$ cat src/rtl/cpu_mem_pkg.sv
// Shared types and defaults for the CPU/DMA data-RAM arbiter.
package cpu_mem_pkg;

    localparam int DEF_ADDR_W = 8;
    localparam int DEF_DATA_W = 8;

    typedef enum logic [1:0] {
        IDLE   = 2'd0,
        ACCESS = 2'd1,
        RESP   = 2'd2
    } state_t;

    typedef enum logic {
        OWN_CPU = 1'b0,
        OWN_DMA = 1'b1
    } owner_t;

endpackage

$ cat src/rtl/cpu_mem_arbiter_if.sv
// Bus bundle between the CPU/DMA requesters, the arbiter and the data RAM.
interface cpu_mem_arbiter_if #(
    parameter int ADDR_W = 8,
    parameter int DATA_W = 8
);
    logic              cpu_req;
    logic              cpu_we;
    logic [ADDR_W-1:0] cpu_addr;
    logic [DATA_W-1:0] cpu_wdata;
    logic              cpu_ack;
    logic [DATA_W-1:0] cpu_rdata;

    logic              dma_req;
    logic              dma_we;
    logic [ADDR_W-1:0] dma_addr;
    logic [DATA_W-1:0] dma_wdata;
    logic              dma_ack;
    logic [DATA_W-1:0] dma_rdata;

    logic              mem_enable;
    logic [ADDR_W-1:0] mem_adress;
    logic [DATA_W-1:0] mem_din;
    logic [DATA_W-1:0] dout_ram;
    logic              busy;

    // Arbiter side
    modport slave (
        input  cpu_req, cpu_we, cpu_addr, cpu_wdata,
        input  dma_req, dma_we, dma_addr, dma_wdata,
        input  dout_ram,
        output cpu_ack, cpu_rdata, dma_ack, dma_rdata,
        output mem_enable, mem_adress, mem_din, busy
    );

    // Requesters plus RAM side
    modport master (
        output cpu_req, cpu_we, cpu_addr, cpu_wdata,
        output dma_req, dma_we, dma_addr, dma_wdata,
        output dout_ram,
        input  cpu_ack, cpu_rdata, dma_ack, dma_rdata,
        input  mem_enable, mem_adress, mem_din, busy
    );
endinterface

$ cat src/rtl/cpu_rr_arb2.sv
// Two-way request picker. Round-robin on ties by default; defining
// CPU_MEM_ARB_CPU_PRIO_EN gives the CPU fixed priority instead.
module cpu_rr_arb2
    import cpu_mem_pkg::*;
(
    input  logic [1:0] req,
    input  owner_t     last_owner,
    output owner_t     winner,
    output logic       valid
);

`ifdef CPU_MEM_ARB_CPU_PRIO_EN
    logic unused_last_owner;
    assign unused_last_owner = last_owner;

    always_comb begin
        valid  = |req;
        winner = OWN_CPU;
        if (!req[0] && req[1]) winner = OWN_DMA;
    end
`else
    always_comb begin
        valid  = |req;
        winner = OWN_CPU;
        if (req == 2'b10) begin
            winner = OWN_DMA;
        end else if (req == 2'b11 && last_owner == OWN_CPU) begin
            winner = OWN_DMA;
        end
    end
`endif

endmodule

$ cat src/rtl/cpu_mem_arbiter.sv
// Shares the single-port data RAM between CPU (bit 0) and DMA (bit 1).
// Tie policy selected by CPU_MEM_ARB_CPU_PRIO_EN inside cpu_rr_arb2.
//
// state  | meaning
// IDLE   | waiting; arbitrate and latch the winner's request
// ACCESS | drive RAM with latched request, capture read data
// RESP   | one-cycle ack to the owner
module cpu_mem_arbiter
    import cpu_mem_pkg::*;
#(
    parameter int ADDR_W = DEF_ADDR_W,
    parameter int DATA_W = DEF_DATA_W
) (
    input  logic             clk,
    input  logic             rst,
    cpu_mem_arbiter_if.slave bus
);

    state_t            state_q, state_d;
    owner_t            owner_q, owner_d;
    owner_t            last_owner_q, last_owner_d;
    owner_t            winner;
    logic              grant_valid;
    logic              we_q, we_d;
    logic [ADDR_W-1:0] addr_q, addr_d;
    logic [DATA_W-1:0] wdata_q, wdata_d;
    logic [DATA_W-1:0] rdata_q, rdata_d;

    cpu_rr_arb2 u_arb (
        .req        ({bus.dma_req, bus.cpu_req}),
        .last_owner (last_owner_q),
        .winner     (winner),
        .valid      (grant_valid)
    );

    always_ff @(posedge clk) begin
        if (rst) begin
            state_q      <= IDLE;
            owner_q      <= OWN_CPU;
            last_owner_q <= OWN_DMA;
            we_q         <= 1'b0;
            addr_q       <= '0;
            wdata_q      <= '0;
            rdata_q      <= '0;
        end else begin
            state_q      <= state_d;
            owner_q      <= owner_d;
            last_owner_q <= last_owner_d;
            we_q         <= we_d;
            addr_q       <= addr_d;
            wdata_q      <= wdata_d;
            rdata_q      <= rdata_d;
        end
    end

    always_comb begin
        state_d      = state_q;
        owner_d      = owner_q;
        last_owner_d = last_owner_q;
        we_d         = we_q;
        addr_d       = addr_q;
        wdata_d      = wdata_q;
        rdata_d      = rdata_q;
        case (state_q)
            IDLE: begin
                if (grant_valid) begin
                    owner_d      = winner;
                    last_owner_d = winner;
                    if (winner == OWN_CPU) begin
                        we_d    = bus.cpu_we;
                        addr_d  = bus.cpu_addr;
                        wdata_d = bus.cpu_wdata;
                    end else begin
                        we_d    = bus.dma_we;
                        addr_d  = bus.dma_addr;
                        wdata_d = bus.dma_wdata;
                    end
                    state_d = ACCESS;
                end
            end
            ACCESS: begin
                // For a write this is the pre-write value, returned as rdata.
                rdata_d = bus.dout_ram;
                state_d = RESP;
            end
            RESP:    state_d = IDLE;
            default: state_d = IDLE;
        endcase
    end

    assign bus.mem_enable = (state_q == ACCESS) && we_q;
    assign bus.mem_adress = addr_q;
    assign bus.mem_din    = wdata_q;
    assign bus.cpu_ack    = (state_q == RESP) && (owner_q == OWN_CPU);
    assign bus.dma_ack    = (state_q == RESP) && (owner_q == OWN_DMA);
    assign bus.cpu_rdata  = rdata_q;
    assign bus.dma_rdata  = rdata_q;
    assign bus.busy       = (state_q != IDLE);

endmodule

$ cat src/flat_wrapper.sv
// flat-port wrapper written by rule: the top's interface ports become plain ports
module cpu_mem_arbiter_flat import cpu_mem_pkg::*;
#(
    parameter int ADDR_W = DEF_ADDR_W,
    parameter int DATA_W = DEF_DATA_W
)
  (clk, rst, bus_cpu_req, bus_cpu_we, bus_cpu_addr, bus_cpu_wdata, bus_dma_req, bus_dma_we, bus_dma_addr, bus_dma_wdata, bus_dout_ram, bus_cpu_ack, bus_cpu_rdata, bus_dma_ack, bus_dma_rdata, bus_mem_enable, bus_mem_adress, bus_mem_din, bus_busy);
  cpu_mem_arbiter_if #(.ADDR_W(ADDR_W), .DATA_W(DATA_W)) bus_i ();
  input  logic clk;
  input  logic rst;
  input wire logic [$bits(bus_i.cpu_req)-1:0] bus_cpu_req;
  input wire logic [$bits(bus_i.cpu_we)-1:0] bus_cpu_we;
  input wire logic [$bits(bus_i.cpu_addr)-1:0] bus_cpu_addr;
  input wire logic [$bits(bus_i.cpu_wdata)-1:0] bus_cpu_wdata;
  input wire logic [$bits(bus_i.dma_req)-1:0] bus_dma_req;
  input wire logic [$bits(bus_i.dma_we)-1:0] bus_dma_we;
  input wire logic [$bits(bus_i.dma_addr)-1:0] bus_dma_addr;
  input wire logic [$bits(bus_i.dma_wdata)-1:0] bus_dma_wdata;
  input wire logic [$bits(bus_i.dout_ram)-1:0] bus_dout_ram;
  output wire logic [$bits(bus_i.cpu_ack)-1:0] bus_cpu_ack;
  output wire logic [$bits(bus_i.cpu_rdata)-1:0] bus_cpu_rdata;
  output wire logic [$bits(bus_i.dma_ack)-1:0] bus_dma_ack;
  output wire logic [$bits(bus_i.dma_rdata)-1:0] bus_dma_rdata;
  output wire logic [$bits(bus_i.mem_enable)-1:0] bus_mem_enable;
  output wire logic [$bits(bus_i.mem_adress)-1:0] bus_mem_adress;
  output wire logic [$bits(bus_i.mem_din)-1:0] bus_mem_din;
  output wire logic [$bits(bus_i.busy)-1:0] bus_busy;
  assign bus_i.cpu_req = bus_cpu_req;
  assign bus_i.cpu_we = bus_cpu_we;
  assign bus_i.cpu_addr = bus_cpu_addr;
  assign bus_i.cpu_wdata = bus_cpu_wdata;
  assign bus_i.dma_req = bus_dma_req;
  assign bus_i.dma_we = bus_dma_we;
  assign bus_i.dma_addr = bus_dma_addr;
  assign bus_i.dma_wdata = bus_dma_wdata;
  assign bus_i.dout_ram = bus_dout_ram;
  assign bus_cpu_ack = bus_i.cpu_ack;
  assign bus_cpu_rdata = bus_i.cpu_rdata;
  assign bus_dma_ack = bus_i.dma_ack;
  assign bus_dma_rdata = bus_i.dma_rdata;
  assign bus_mem_enable = bus_i.mem_enable;
  assign bus_mem_adress = bus_i.mem_adress;
  assign bus_mem_din = bus_i.mem_din;
  assign bus_busy = bus_i.busy;
  cpu_mem_arbiter #(.ADDR_W(ADDR_W), .DATA_W(DATA_W)) u_core (.clk(clk), .rst(rst), .bus(bus_i));
endmodule
$ cat config.mk
export PLATFORM = sky130hd
export DESIGN_NAME = cpu_mem_arbiter_flat
export DESIGN_NICKNAME = d
export VERILOG_FILES = /design/src/rtl/cpu_mem_pkg.sv /design/src/rtl/cpu_mem_arbiter_if.sv /design/src/rtl/cpu_rr_arb2.sv /design/src/rtl/cpu_mem_arbiter.sv /design/src/flat_wrapper.sv
export SDC_FILE = /design/constraint.sdc
export NUM_CORES = 1
export LEC_CHECK = 0
export CAP_MARGIN = 30
export CORE_MARGIN = 4
export CORE_UTILIZATION = 40
export CTS_CLUSTER_DIAMETER = 100
export CTS_CLUSTER_SIZE = 28
export DETAILED_ROUTE_END_ITERATION = 8
export PLACE_DENSITY = 0.93
export SLEW_MARGIN = 20
export SYNTH_ARGS = -nofsm -noshare
export SYNTH_HDL_FRONTEND = slang
export SYNTH_SLANG_ARGS = --single-unit
$ cat constraint.sdc
create_clock -name clk -period 3.55 [get_ports clk]
set_input_delay 0.71 -clock clk [delete_from_list [all_inputs] [get_ports clk]]
set_output_delay 0.71 -clock clk [all_outputs]
set_load 0.03 [all_outputs]
After elaboration in Yosys (flattened, before gate mapping)
Cells that the tools add are included.
Widths: inputs -> output; s select.
Word-level totals
  flip-flop bits (word level): 29
  input bits: 46
  output and inout port bits: 36
  logic and storage cells: 29
Operators by class
  eq/ne operators: 5
  multiplexer cells: 7
  bitwise logic cells: 2
  reductions and logical operators: 8
Operators with widths (count)
  $mux 8: 2
  $eq 2x2->1 const B: 3
  $logic_and 1x1->1: 4
  $pmux 2 s2: 1
  $mux 1: 3
  $eq 2x1->1 const B: 1
  $logic_not 2->1: 1
  $mux 2: 1
  $ne 2x1->1 const B: 1
  $not 1->1: 2
  $reduce_and 2->1: 1
  $reduce_bool 2->1: 1
  $reduce_or 2->1: 1

Longest topological paths before layout
Gate-level depths: netlist (run 1).
  depth after elaboration: 5
  gate-level depth with buffers: 5
  gate-level depth less buffers: 4

Hierarchy
A second synthesis (run 1) with hierarchy kept.
Unflattened totals
  cells, all modules: 139
  area total of the unflattened synthesis: 1345.0 µm²
Modules (own cells, without submodules)
  cpu_mem_arbiter: times used 1, cells an instance 137, area an instance 1331.3 µm², sequential area each 580.6 µm²
  cpu_rr_arb2: times used 1, cells an instance 2, area an instance 13.8 µm², sequential area each 0.0 µm²

Worst setup path before layout (run 1)
OpenSTA, ideal clock, no wires.
  path type: reg-to-output
  start point: register u_core.state_q[1]
  end point: output port bus_cpu_ack
  data arrival time: 1.148 ns
  required time: 2.840 ns
  setup slack: 1.692 ns
  stages on the path, launching flop included: 2
  buffers on the path: 0
  cell sequence: dfxtp_1 > nor3b_1
Between the ends
  word-level cells in the longest chain between the ends: 2
Ends and longest elaborated chain
  start, declared: RTL line cpu_mem_arbiter.sv:19  | state_t state_q, state_d;
  start signal, assigned: RTL line cpu_mem_arbiter.sv:46  | state_q <= state_d;
  $eq 2x2->1: RTL line cpu_mem_arbiter.sv:94  | assign bus.cpu_ack = (state_q == RESP) && (owner_q == OWN_CPU);
  $logic_and 1x1->1: RTL line cpu_mem_arbiter.sv:94
  end, declared: RTL line flat_wrapper.sv:20  | output wire logic [$bits(bus_i.cpu_ack)-1:0] bus_cpu_ack;
Every way passes these cells.

Final worst setup path (run 1)
  start point: register u_core.state_q[0]
  end point: output port bus_mem_enable
Between the ends
  word-level cells in the longest chain between the ends: 2
Ends and longest elaborated chain
  $eq 2x1->1: RTL line cpu_mem_arbiter.sv:91  | assign bus.mem_enable = (state_q == ACCESS) && we_q;
  $logic_and 1x1->1: RTL line cpu_mem_arbiter.sv:91
  end, declared: RTL line flat_wrapper.sv:24  | output wire logic [$bits(bus_i.mem_enable)-1:0] bus_mem_enable;
Every way passes these cells.

==> impl_metrics.tcl, run 1 <==
set metrics [dict create \
    power.ir.vdd_worst_v 0.0002375 \
    power.static_leakage_nw 0.8060 \
    place_worst_setup_slack_ns 1.178 \
    max-cap-violations 0 \
    setup_tns_ns 0 \
    critical_path_required_ns 2.84 \
    grt_pass1_wl_um 5802 \
    critical_path.reg2reg.endpoint "u_core.bus.mem_adress[7]" \
    tritoncts "done" \
    dieArea_mm2 0.004450 \
    final_critical_path_share_of_the_clock_period_pct 72.75 \
    global_route.usage.total_pct 17.12 \
    post-cts-setup-buffers 0 \
    worst-path-buf-inv 2 \
    portBuffers 81 \
    start_kind "flip-flop" \
    syn-cell-area_mm2 0.001379 \
    grt_overflow 0 \
    synth_warnings 0 \
    finalCriticalPeriod_ns 2.583 \
    grt_util_met1_pct 17.61 \
    clkTransAtPathRegs_ns 0.09 \
    clock_tree.buffer_depth 2 \
    ys_seq_elements 29 \
    postLayoutCellArea_mm2 0.002188 \
    layout_commonest_cell "clkdlybuf4s50_1" \
    status "complete, no violations" \
    cp_arrival_ns 1.87 \
    postPlaceCellArea_mm2 0.002118 \
    post_cts_resize_count 0 \
    synth_seq_area_share_pct 42.11 \
    start_util_pct 41.32 \
    grt-busiest-layer "met2" \
    worst_hold_path_type "reg -> reg" \
    min_delay_worst_endpoint "u_core.bus.cpu_rdata[5]" \
    min_path_cells 2 \
    rsz0062_at_grt "no" \
    slew-limit-headroom_pct 55.11 \
    crit_path_max_incr_delay_ns 0.67 \
    grtUsageMet3_pct 7.589 \
    path_max_fanout 9 \
    crit-reg2reg-launch "u_core.state_q[0]" \
    layout_area_overhead_pct 58.71 \
    detail_route.wl_per_cell_um 13.50 \
    routed_wl_um 3739 \
    post-route-util_pct 65.58 \
    place_inst 269 \
    post-route-drc-count 0 \
    worstSkewPairLatency_ns 0.32 \
    layout_common_cells "clkdlybuf4s50_1 (81), nand2_1 (50), dfxtp_1 (29)" \
    drtIter0Drc 79 \
    dieWidth_um 66.71 \
    post_synth_num_cell_types 24 \
    cts_hold_buffers 0 \
    syn-instance-count 160 \
    worstPathCellList "nor2b_1 > buf_4 > and2_1 > clkdlybuf4s50_1" \
    fmax_mhz 387.2 \
    detail_route.first_pass.iterations 5 \
    num_io_pins 82 \
    ctsRootBufferMaster "clkbuf_4" \
    final.hold.worst_slack_ns 0.4722 \
    final_cell_count_no_fill 277 \
    setup_viol_count_final 0 \
    post-route-worst-setup-slack_ns 0.9672 \
    timing.reg2reg.worst_path_depth 4 \
    die-height_um 66.71 \
    timing.critical_path.max_delay_family "buffers and inverters" \
    num_rows 21 \
    regToRegSetupSlack_ns 1.82 \
    grt_max_degree 30 \
    antenna_cells_inserted 0 \
    hpwl_um 2726 \
    htree_levels 2 \
    use_met2_pct 31.56 \
    finalPower_uw 913.4 \
    antenna_found_initial 0 \
    numClockSinks 29 \
    max_slew.worst_pin.slew_ns 0.6733 \
    worst-setup-path-type "reg -> out" \
    syn_nets 206 \
    final_layout_size_suffix_gt1_share_pct 9.957 \
    min-delay-start "u_core.bus.cpu_rdata[5]" \
    worst_setup_skew_after_layout_ns 0.01082 \
    finalHoldViolations 0 \
    number_of_global_route_vias_before_repair 1303 \
    detailroute.via_count 1402 \
    timing.critical_path.to_type "primary output" \
    routabilityCongestion 0.7055 \
    tritoncts.num_buffers 5 \
    final_max_slew_viol_count 0 \
    core_area_mm2 0.003337 \
    synthesis.area_per_instance_um2 8.618 \
    drt-vias-per-instance 5.061 \
    power_density_mw_per_mm2 417.4 \
    critical_path.slowest_cell "clkdlybuf4s50_1" \
    layout.nets 276 \
    route.antenna.remaining_nets 0 \
]
## worst reg2reg max path, cell delays in order, from the launching register on
cell      delay [ns]
dfxtp_1         0.37
nor2_4          0.42
inv_2           0.14
nor2_4          0.47
a311oi_2        0.19
## cell type report
cell class | count | area (µm²)
fill | 303 | 1149
sequential | 29 | 580.6
timing repair buffer | 83 | 825.8
clock inverter | 1 | 5.005
clock buffer | 7 | 65.06
multi-input combinational | 110 | 650.6
inverter | 1 | 3.754
tap | 46 | 57.56
## layer usage
layer | vias up | share of wire (%)
met2 | 56 | 51
met4 | 0 | 1.2
met3 | 7 | 10
met1 | 649 | 38
li1 | 690 | -
met5 | - | 0
## cells in the mapped netlist
library cell | n | area [µm²]
nand2_1 | 50 | 187.7
dfxtp_1 | 29 | 580.6
a21oi_1 | 26 | 130.1
buf_4 | 10 | 75.07
a311oi_2 | 9 | 135.1
a311oi_1 | 8 | 70.07
clkbuf_1 | 5 | 18.77
buf_6 | 4 | 45.04
nor2_1 | 2 | 7.510
nor2_4 | 2 | 22.52
o21ai_0 | 2 | 10.01
a21bo_1 | 1 | 10.01
a21boi_4 | 1 | 18.77
and2_1 | 1 | 6.260
and3b_1 | 1 | 8.760
buf_2 | 1 | 5.000
inv_2 | 1 | 3.750
nand2b_1 | 1 | 6.260
nand3_1 | 1 | 5.000
nand3b_1 | 1 | 7.510
nor2b_1 | 1 | 6.260
nor3_1 | 1 | 5.000
nor3b_1 | 1 | 7.510
or2_1 | 1 | 6.260
## power breakdown
group | leakage (nW) | switching (mW) | internal, mW
Combinational | 0.525 | 0.166 | 0.142
Sequential | 0.240 | 0.0198 | 0.358
Clock | 0.0413 | 0.113 | 0.115
Total | 0.806 | 0.299 | 0.615
## state kept, by name, summed over array words and instances, names as in the netlist
name / cells
u_core.bus.mem_din: 8
u_core.bus.mem_adress: 8
u_core.last_owner_q: 1
u_core.owner_q: 1
u_core.bus.cpu_rdata: 8
u_core.state_q: 2
u_core.we_q: 1
## cell families (layout without fill, tap and decap cells)
group	count (synthesis)	after routing	share of synthesized area [%]
AO/OA/AOI/OAI	47	47	27.13
buffers and inverters	21	92	10.71
flip-flops	29	29	42.11
AND/OR/NAND/NOR	63	63	20.06
## how the worst max path moves through the flow
stage | from | slack [ns] | to | cells past startpoint
after global routing | u_core.state_q[0] | 0.86 | bus_mem_enable | 4
after CTS | u_core.state_q[0] | 0.93 | bus_mem_enable | 4
after global placement | bus_cpu_req | 1.26 | u_core.bus.mem_din[7] | 4
final | u_core.state_q[0] | 0.97 | bus_mem_enable | 4
after floorplan | u_core.state_q[1] | 1.69 | bus_cpu_ack | 1
after detailed placement | bus_cpu_req | 1.18 | u_core.bus.mem_din[6] | 4
Note: power is estimated with default switching activity, not from simulation.
==> inputs of run 2 (changes only) <==
CORE_UTILIZATION = 37   (was 40)
PLACE_DENSITY = 0.87   (was 0.93)
clock period = 2.6 ns   (was 3.55 ns; I/O delays follow)
==> run 2 against run 1 <==
  * Final cell count is 1.1% higher
  * Total power rose by 56%
  * Global-route usage fell by 1.0 points
  * Critical endpoint unchanged
  * Clock power increased by 110%
  * Worst hold slack worse by 0.0026 ns
  * Largest cell class unchanged
==> impl_metrics.tcl, run 2 (synthesis results as in run 1) <==
set metrics [dict create \
    start_kind "flip-flop" \
    finalCriticalPeriod_ns 2.228 \
    worst-setup-path-type "reg -> out" \
    swShare_pct 29.69 \
    power.ir.vdd_worst_v 0.0004161 \
    final_layout_size_suffix_gt1_share_pct 10.68 \
    internal-power_mw 1.000 \
    portBuffers 81 \
    layout_commonest_cell "clkdlybuf4s50_1" \
    antenna_found_initial 0 \
    number_of_global_route_vias_before_repair 1433 \
    final_max_slew_viol_count 0 \
    timing.critical_path.to_type "primary output" \
    hpwl_um 2774 \
    route.antenna.remaining_nets 0 \
    htree_levels 2 \
    num_rows 21 \
    clock_tree.buffer_depth 2 \
    place_worst_setup_slack_ns 0.5094 \
    setup_tns_ns 0 \
    worstSkewPairLatency_ns 0.28 \
    grt_max_degree 19 \
    critical_path.slowest_cell "clkdlybuf4s50_1" \
    global_route.usage.total_pct 16.09 \
    core_area_mm2 0.003468 \
    final_critical_path_share_of_the_clock_period_pct 85.70 \
    drt-vias-per-instance 4.871 \
    post-cts-setup-buffers 0 \
    worst_hold_path_type "reg -> reg" \
    worstPathCellList "nor2b_1 > and2_1 > clkdlybuf4s50_1" \
    grt_pass1_wl_um 6341 \
    dieArea_mm2 0.004767 \
    max_slew.worst_pin.slew_ns 0.5290 \
    routed_wl_um 3755 \
    grt_overflow 0 \
    tritoncts.num_buffers 5 \
    p_seq_share_pct 36.3 \
    ctsRootBufferMaster "clkbuf_8" \
    post-route-worst-setup-slack_ns 0.3718 \
    clkTransAtPathRegs_ns 0.06 \
    combPwrFrac_pct 29.9 \
    timing.critical_path.max_delay_family "buffers and inverters" \
    detail_route.first_pass.iterations 4 \
    num_io_pins 82 \
    start_util_pct 39.75 \
    status "complete, no violations" \
    power_density_mw_per_mm2 630.2 \
    max-cap-violations 0 \
    cts_hold_buffers 0 \
    power.static_leakage_nw 0.8370 \
    crit_path_max_incr_delay_ns 0.67 \
    detail_route.wl_per_cell_um 13.41 \
    post_cts_resize_count 0 \
    tritoncts "done" \
    die-height_um 69.05 \
    numClockSinks 29 \
    clock_power_share_pct 33.7 \
    power.switching_uw 422.3 \
    routabilityCongestion 0.7448 \
    drtIter0Drc 50 \
    layout.nets 279 \
    layout_common_cells "clkdlybuf4s50_1 (81), nand2_1 (50), dfxtp_1 (29)" \
    setup_viol_count_final 0 \
    worst_setup_skew_after_layout_ns 0.007449 \
    dieWidth_um 69.05 \
    antenna_cells_inserted 0 \
    layout_area_overhead_pct 63.70 \
    cp_arrival_ns 1.71 \
    detailroute.via_count 1364 \
    slew-limit-headroom_pct 64.65 \
    finalHoldViolations 0 \
    path_max_fanout 5 \
    post-route-drc-count 0 \
    rsz0062_at_grt "no" \
    fmax_mhz 448.8 \
    critical_path_required_ns 2.08 \
    worst-path-buf-inv 1 \
]
==> run 2: cell count changes in the layout (fill, tap and decap cells not counted), sizes merged <==
cell / change
buf: +3
bufinv: +1
clkinv: -1
==> run 2: layout make-up <==
type | instances | area (µm²)
clock buffers | 7 | 86.33
multi-input cells | 110 | 650.6
flip-flops and latches | 29 | 580.6
clock inverters | 1 | 30.03
well taps | 46 | 57.56
repair buffers | 86 | 848.3
fillers | 299 | 1211
inverters | 1 | 3.754
==> run 2: power by group through the flow <==
stage	combinational, mW	clock, mW	sequential (mW)
after floorplan	0.181	0	0.597
after global placement	0.422	0	0.525
after detailed placement	0.427	0	0.527
after CTS	0.429	0.487	0.517
after global routing	0.457	0.508	0.523
final	0.426	0.480	0.517
==> run 2: stage by stage <==
stage	power [mW]	instances	hold WS [ns]	instance area, µm²	util (%)
floorplan	0.7776	160	0.4630	1379	-
global placement	0.9463	272	0.4559	2141	61.72
detailed placement	0.9538	272	0.4651	2141	61.72
CTS	1.433	280	0.4738	2257	65.08
global route	1.487	280	0.4969	2257	65.08
finish	1.422	280	0.4696	2257	65.08
==> run 2: routing by layer <==
metal / vias up / GRT usage [%] / routed length, µm
met4: 0 / 4.555 / 43
met1: 609 / 16.92 / 1532
met3: 6 / 7.849 / 366
met5: - / 0 / 0
met2: 51 / 28.28 / 1812
li1: 698 / - / -
==> run 2: path summary, 6_finish.rpt <==
path / cells past startpoint / start / slack [ns] / end
min reg2reg: 2 / u_core.bus.cpu_rdata[6] / 0.47 / u_core.bus.cpu_rdata[6]
min: 2 / u_core.bus.cpu_rdata[6] / 0.47 / u_core.bus.cpu_rdata[6]
max reg2reg: 3 / u_core.last_owner_q / 1.25 / u_core.we_q
max: 3 / u_core.state_q[0] / 0.37 / bus_mem_enable
==> run 2: worst reg2reg max path: stages (launching register included) <==
cell      delay (ns)
dfxtp_1         0.40
a21bo_1         0.46
nand2_1         0.15
a311oi_2        0.24
